<file path="config.mk">
export PLATFORM = sky130hd
export DESIGN_NAME = demultiplexer_1_to_4_reg_flat
export DESIGN_NICKNAME = d
export VERILOG_FILES = /design/src/rtl/demultiplexer_1_to_4_reg_if.sv /design/src/rtl/demultiplexer_1_to_4_reg.sv /design/src/flat_wrapper.sv
export SDC_FILE = /design/constraint.sdc
export NUM_CORES = 1
export LEC_CHECK = 0
export CORE_MARGIN = 5
export CORE_UTILIZATION = 33
export CTS_BUF_LIST = sky130_fd_sc_hd__clkbuf_8
export CTS_CLUSTER_DIAMETER = 40
export DETAILED_ROUTE_END_ITERATION = 16
export SETUP_SLACK_MARGIN = 0.15
export SYNTH_ARGS = -nofsm -noshare
export SYNTH_HDL_FRONTEND = slang
export SYNTH_SLANG_ARGS = --single-unit
</file>
<file path="constraint.sdc">
create_clock -name clk -period 6.6 [get_ports clk]
set_input_delay 0.66 -clock clk [delete_from_list [all_inputs] [get_ports clk]]
set_output_delay 0.66 -clock clk [all_outputs]
set_load 0.1 [all_outputs]
</file>
<file path="src/rtl/demultiplexer_1_to_4_reg_if.sv">
// Handshake bundle between one producer and four consumer lanes of the registered 1-to-4 demux.
// master = producer/consumer side (testbench or surrounding logic), slave = the demux itself.
interface demultiplexer_1_to_4_reg_if #(
    parameter int unsigned NBits = 32
);
    logic [1:0]       Selector_i;
    logic [NBits-1:0] Demux_Data_i;
    logic             Demux_Valid_i;
    logic             Demux_Ready_o;
    logic [NBits-1:0] Demux_Data_0_o;
    logic [NBits-1:0] Demux_Data_1_o;
    logic [NBits-1:0] Demux_Data_2_o;
    logic [NBits-1:0] Demux_Data_3_o;
    logic [3:0]       Demux_Valid_o;
    logic [3:0]       Demux_Ready_i;

    modport master (
        output Selector_i,
        output Demux_Data_i,
        output Demux_Valid_i,
        input  Demux_Ready_o,
        input  Demux_Data_0_o,
        input  Demux_Data_1_o,
        input  Demux_Data_2_o,
        input  Demux_Data_3_o,
        input  Demux_Valid_o,
        output Demux_Ready_i
    );

    modport slave (
        input  Selector_i,
        input  Demux_Data_i,
        input  Demux_Valid_i,
        output Demux_Ready_o,
        output Demux_Data_0_o,
        output Demux_Data_1_o,
        output Demux_Data_2_o,
        output Demux_Data_3_o,
        output Demux_Valid_o,
        input  Demux_Ready_i
    );
endinterface

</file>
<file path="src/rtl/demultiplexer_1_to_4_reg.sv">
// Registered 1-to-4 demux with a 1-entry holding register per lane and valid/ready on every side.
// Define DEMUX_COUNT_EN to add per-lane transfer counters on Xfer_Count_o.
module demultiplexer_1_to_4_reg #(
    parameter int unsigned NBits = 32
`ifdef DEMUX_COUNT_EN
    ,
    parameter int unsigned CNT_BITS = 16
`endif
) (
    input  logic                        clk,
    input  logic                        reset,
    demultiplexer_1_to_4_reg_if.slave   bus
`ifdef DEMUX_COUNT_EN
    ,
    output logic [4*CNT_BITS-1:0]       Xfer_Count_o
`endif
);

    logic [3:0]       valid_q, valid_d;
    logic [NBits-1:0] data_q [4];
    logic [NBits-1:0] data_d [4];
    logic [3:0]       consume;
    logic [3:0]       load;
    logic             ready;
    logic             accept;

    // Ready looks only at the selected lane and its consumer, never at Demux_Valid_i.
    always_comb begin
        ready   = 1'b0;
        accept  = 1'b0;
        load    = 4'b0000;
        consume = valid_q & bus.Demux_Ready_i;
        if (!reset) begin
            ready = ~valid_q[bus.Selector_i] | bus.Demux_Ready_i[bus.Selector_i];
        end
        accept = bus.Demux_Valid_i & ready;
        if (accept) begin
            load = 4'b0001 << bus.Selector_i;
        end
    end

    always_comb begin
        valid_d = valid_q;
        for (int k = 0; k < 4; k++) begin
            data_d[k]  = data_q[k];
            valid_d[k] = load[k] | (valid_q[k] & ~consume[k]);
            if (load[k]) begin
                data_d[k] = bus.Demux_Data_i;
            end
        end
    end

    always_ff @(posedge clk or posedge reset) begin
        if (reset) begin
            valid_q <= 4'b0000;
            for (int k = 0; k < 4; k++) begin
                data_q[k] <= '0;
            end
        end else begin
            valid_q <= valid_d;
            for (int k = 0; k < 4; k++) begin
                data_q[k] <= data_d[k];
            end
        end
    end

    assign bus.Demux_Ready_o  = ready;
    assign bus.Demux_Valid_o  = valid_q;
    assign bus.Demux_Data_0_o = data_q[0];
    assign bus.Demux_Data_1_o = data_q[1];
    assign bus.Demux_Data_2_o = data_q[2];
    assign bus.Demux_Data_3_o = data_q[3];

`ifdef DEMUX_COUNT_EN
    logic [CNT_BITS-1:0] cnt_q [4];
    logic [CNT_BITS-1:0] cnt_d [4];

    // Counters wrap naturally at 2^CNT_BITS.
    always_comb begin
        for (int k = 0; k < 4; k++) begin
            cnt_d[k] = cnt_q[k];
            if (consume[k]) begin
                cnt_d[k] = cnt_q[k] + CNT_BITS'(1);
            end
        end
    end

    always_ff @(posedge clk or posedge reset) begin
        if (reset) begin
            for (int k = 0; k < 4; k++) begin
                cnt_q[k] <= '0;
            end
        end else begin
            for (int k = 0; k < 4; k++) begin
                cnt_q[k] <= cnt_d[k];
            end
        end
    end

    for (genvar g = 0; g < 4; g++) begin : g_cnt_out
        assign Xfer_Count_o[g*CNT_BITS +: CNT_BITS] = cnt_q[g];
    end
`endif

endmodule
</file>
<file path="src/flat_wrapper.sv">
// flat-port wrapper written by rule: the top's interface ports become plain ports
module demultiplexer_1_to_4_reg_flat 
#(
    parameter int unsigned NBits = 32

)
  (clk, reset, bus_Selector_i, bus_Demux_Data_i, bus_Demux_Valid_i, bus_Demux_Ready_o, bus_Demux_Data_0_o, bus_Demux_Data_1_o, bus_Demux_Data_2_o, bus_Demux_Data_3_o, bus_Demux_Valid_o, bus_Demux_Ready_i);
  demultiplexer_1_to_4_reg_if #(.NBits(NBits)) bus_i ();
  input  logic clk;
  input  logic reset;
  input wire logic [$bits(bus_i.Selector_i)-1:0] bus_Selector_i;
  input wire logic [$bits(bus_i.Demux_Data_i)-1:0] bus_Demux_Data_i;
  input wire logic [$bits(bus_i.Demux_Valid_i)-1:0] bus_Demux_Valid_i;
  output wire logic [$bits(bus_i.Demux_Ready_o)-1:0] bus_Demux_Ready_o;
  output wire logic [$bits(bus_i.Demux_Data_0_o)-1:0] bus_Demux_Data_0_o;
  output wire logic [$bits(bus_i.Demux_Data_1_o)-1:0] bus_Demux_Data_1_o;
  output wire logic [$bits(bus_i.Demux_Data_2_o)-1:0] bus_Demux_Data_2_o;
  output wire logic [$bits(bus_i.Demux_Data_3_o)-1:0] bus_Demux_Data_3_o;
  output wire logic [$bits(bus_i.Demux_Valid_o)-1:0] bus_Demux_Valid_o;
  input wire logic [$bits(bus_i.Demux_Ready_i)-1:0] bus_Demux_Ready_i;
  assign bus_i.Selector_i = bus_Selector_i;
  assign bus_i.Demux_Data_i = bus_Demux_Data_i;
  assign bus_i.Demux_Valid_i = bus_Demux_Valid_i;
  assign bus_Demux_Ready_o = bus_i.Demux_Ready_o;
  assign bus_Demux_Data_0_o = bus_i.Demux_Data_0_o;
  assign bus_Demux_Data_1_o = bus_i.Demux_Data_1_o;
  assign bus_Demux_Data_2_o = bus_i.Demux_Data_2_o;
  assign bus_Demux_Data_3_o = bus_i.Demux_Data_3_o;
  assign bus_Demux_Valid_o = bus_i.Demux_Valid_o;
  assign bus_i.Demux_Ready_i = bus_Demux_Ready_i;
  demultiplexer_1_to_4_reg #(.NBits(NBits)) u_core (.clk(clk), .reset(reset), .bus(bus_i));
endmodule
</file>
* After elaboration in Yosys (flattened, before gate mapping)
Cells that the tools add are included.
** Storage, ports and cells
- Output and inout bits :: 133
- Bits of input ports :: 41
- Logic and storage cells :: 29
- Bits in registers :: 132
** Operators by class
- Shift-type cells :: 1
- Bitwise logic cells :: 16
- Magnitude comparators :: 1
- Muxes and demuxes :: 6
** Operators with widths (count)
- bitwise AND 1 bit :: 5
- inverter 1 bit :: 5
- bitwise OR 1 bit :: 5
- bitwise AND 4 bit :: 1
- binary-select mux 1 bit (select 2 bit) :: 2
- 2-to-1 mux 4 bit :: 1
- left shift 1 x 2 -> 4 bit, first input constant :: 1
- < comparator 2 x 3 -> 1 bit, second input constant :: 1
- 2-to-1 mux 1 bit :: 3

* Longest topological paths before layout
- Depth in word-level cells :: 8
- Mapped depth :: 6
- Gate-level depth less buffers :: 3

* Worst setup path after synthesis
Ideal clock, no wire load.
- Path type :: input-to-output
- From :: input port reset
- To :: output port bus_Demux_Ready_o
- Required time :: 5.940 ns
- Setup slack :: 0.338 ns
- Arrival time :: 5.602 ns
- Path buffers :: 0
- Cell stages on the path :: 3
- Cells stage by stage :: inv_1 > o311ai_0 > a21oi_1
** Between the ends
- Word-level cells in the longest chain between the ends :: 1
** Ends and longest elaborated chain
- from (decl) :: RTL line flat_wrapper.sv:10 : input logic reset;
- 2-to-1 mux 1 bit :: RTL line demultiplexer_1_to_4_reg.sv:33 : if (!reset) begin
- to (decl) :: RTL line flat_wrapper.sv:14 : output wire logic [$bits(bus_i.Demux_Ready_o)-1:0] bus_Demux_Ready_o;
No other way between the ends.

* Worst setup path in the final report
Same ends and word-level chain as after synthesis.

==> impl_metrics.yaml <==
outcome:
  status: "complete, no violations"
timing:
  fin_crit_ns: 3.97
  worstMarginPinSlew_ns: 1.07
  skew_ns: 0.0133
  fin_crit_sh_pct: 60.2
  tns_ns: 0
  max_slew_margin_pct: 28.3
  slew_violations: 0
  rsz0062_at_grt: "no"
  fmax_ghz: 0.252
  setup_viol: 0
  finalHoldViolations: 0
synthesis:
  ys_top_cells_by_area: "dfrtp_1 (64%), mux2_2 (22%), mux2_4 (8.8%)"
  synth.distinct_cells: 20
  ys_ff_latch: 132
  syn_inst: 296
  synth_area_um2: 5130
  synth.top_cell.area_share_pct: 64.4
  yosys_warnings: 0
  synth.largest_area_cell: "dfrtp_1"
  avgSynthCellArea_um2: 17.3
  synth_fp_nets: 337
  seq_area_frac_synth_pct: 64.4
route:
  vias: 3137
  vias_per_cell: 4.63
  drt_pass1_iterations: 4
  drt-wirelength-per-cell_um: 18.8
  ant_nets: 0
  drc: 0
  drt_iter0_markers: 97
  routed_wl_mm: 12.7
critical_path:
  cp-endpoint: "bus_Demux_Ready_o"
  startpoint_type: "primary input"
  rrSetupSlack_ns: 4.49
  rr_worst_depth: 3
  r2r-start: "u_core.bus.Demux_Valid_o[0]"
  crit_required_ns: 5.94
  critPathCaptureType: "primary output"
  critPathLaunch: "reset"
  critPathKind: "in -> out"
  arrival_ns: 3.31
  critPathMaxFanout: 63
  regToRegEndpoint: "u_core.bus.Demux_Data_0_o[18]"
flow_run:
  maxCapViolations: 0
clock_tree:
  clk_pin_slew_ns: 0.06
  cts.sink_count: 132
  cts.htree.levels: 4
  cts_buffers: 17
  cts_resized: 0
  hold_buffers: 0
  clock_latency_ns: 0.45
  cts_buffer_depth: 2
  postCtsSetupBuffers: 0
  cts_tree: "built"
  cts-root-buf: "clkbuf_8"
power_and_ir_drop:
  leakagePower_uw: 0.00322
  powerDensity_nw_per_um2: 512
  ir_worst_vdd_mv: 0.239
  fin_total_pwr_uw: 3810
placement:
  placed_area_um2: 7000
  io_buffers: 173
  gp_congestion: 0.738
  dp_cells: 645
  dpl.hpwl_mm: 8.46
floorplan:
  num_rows: 45
  die-area_um2: 18100
  die-height_um: 135
  core_area_um2: 15200
  ioPinCount: 174
  chipWidth_um: 135
  start_util_pct: 33.8
global_routing:
  grt.overflow.total: 0
  grt_use_total_pct: 14.3
  antenna_found_initial: 0
  grt_pass1_wl_mm: 19.8
  grt_max_degree: 72
  grt_pass1_vias: 3551
layout:
  final_common_cell: "clkdlybuf4s50_1"
  layout-drive-gt1-share_pct: 34.2
  syn_to_final_growth_pct: 45.2
  design_area_um2: 7450
  layout_common_cells: "clkdlybuf4s50_1 (173), dfrtp_1 (132), mux2_2 (98), mux2_4 (30), clkbuf_8 (21)"
  finalNonFillerCells: 677
  nNetsFinal: 517
  antenna_cells: 0
  fin_util_pct: 49.0
min_path:
  hp-class: "reg -> reg"
[routing by layer]
layer | GRT usage, % | up-vias | share of wire [%]
met5 | 0 | - | 0
met3 | 8.38 | 12 | 12
met1 | 17.8 | 1589 | 44
met4 | 4.75 | 0 | 1.1
li1 | - | 1410 | -
met2 | 20.8 | 126 | 43
[worst max-delay path, stage by stage]
cell and delay [ns]:
clkdlybuf4s50_1 0.47, inv_4 0.58, o311ai_0 0.26, a21oi_1 0.18
clkdlybuf4s50_1 1.16
[worst min-delay path by stage]
stage	start	slack [ns]	end	cells after the start
after floorplan	bus_Demux_Data_i[0]	0.81	u_core.bus.Demux_Data_1_o[0]	1
after global placement	u_core.bus.Demux_Data_2_o[4]	0.49	u_core.bus.Demux_Data_2_o[4]	1
after detailed placement	u_core.bus.Demux_Data_3_o[29]	0.49	u_core.bus.Demux_Data_3_o[29]	1
after CTS	u_core.bus.Demux_Data_2_o[30]	0.51	u_core.bus.Demux_Data_2_o[30]	1
after global routing	u_core.bus.Demux_Data_2_o[30]	0.52	u_core.bus.Demux_Data_2_o[30]	1
final	u_core.bus.Demux_Data_3_o[30]	0.51	u_core.bus.Demux_Data_3_o[30]	1
[area by class of cell]
cell class | instances | area, um^2
clock buffer | 21 | 289
multi-input combinational | 147 | 1700
inverter | 1 | 6.26
fill | 1347 | 7750
timing repair buffer | 177 | 1760
tap | 188 | 235
clock inverter | 11 | 158
sequential | 132 | 3300
[cells in the mapped netlist]
cell type,instances
a21oi_1,1
and4b_1,1
buf_2,7
buf_6,8
clkbuf_2,1
dfrtp_1,132
inv_1,1
mux2_2,98
mux2_4,30
mux2i_1,1
nand2_1,4
nand2b_1,4
nand3_2,1
nand4_2,1
nand4b_2,1
nand4bb_1,1
nor2_1,1
nor2b_2,1
o21ai_0,1
o311ai_0,1
[through the flow]
| step | worst slack (ns) | hold slack (ns) |
|---|---|---|
| after floorplan | 0.338 | 0.808 |
| after global routing | 2.35 | 0.516 |
| after global placement | 2.57 | 0.489 |
| after CTS | 2.54 | 0.510 |
| after detailed placement | 2.56 | 0.492 |
| final | 2.63 | 0.507 |
[sequential cells by signal, summed over array words and instances, names as in the netlist]
signal / flops
u_core.bus.Demux_Data_0_o: 32
u_core.bus.Demux_Data_1_o: 32
u_core.bus.Demux_Data_2_o: 32
u_core.bus.Demux_Data_3_o: 32
u_core.bus.Demux_Valid_o: 4
[cells by family (layout without fill, tap and decap cells)]
| kind of cell | count (synthesis) | count (layout) | share of synthesized area, % |
|---|---|---|---|
| DFF | 132 | 132 | 64.4 |
| muxes | 129 | 129 | 30.5 |
| buffers and inverters | 17 | 210 | 2.61 |
| and+or+nand+nor | 15 | 15 | 2.17 |
| AOI/OAI and AO/OA | 3 | 3 | 0.366 |
[report_power, final]
group	internal [uW]	switching (uW)	leakage, uW
Combinational	464	1500	0.00139
Sequential	985	99.6	0.00159
Clock	447	309	0.000236
Total	1900	1910	0.00322
(Power assumes the default switching activity.)
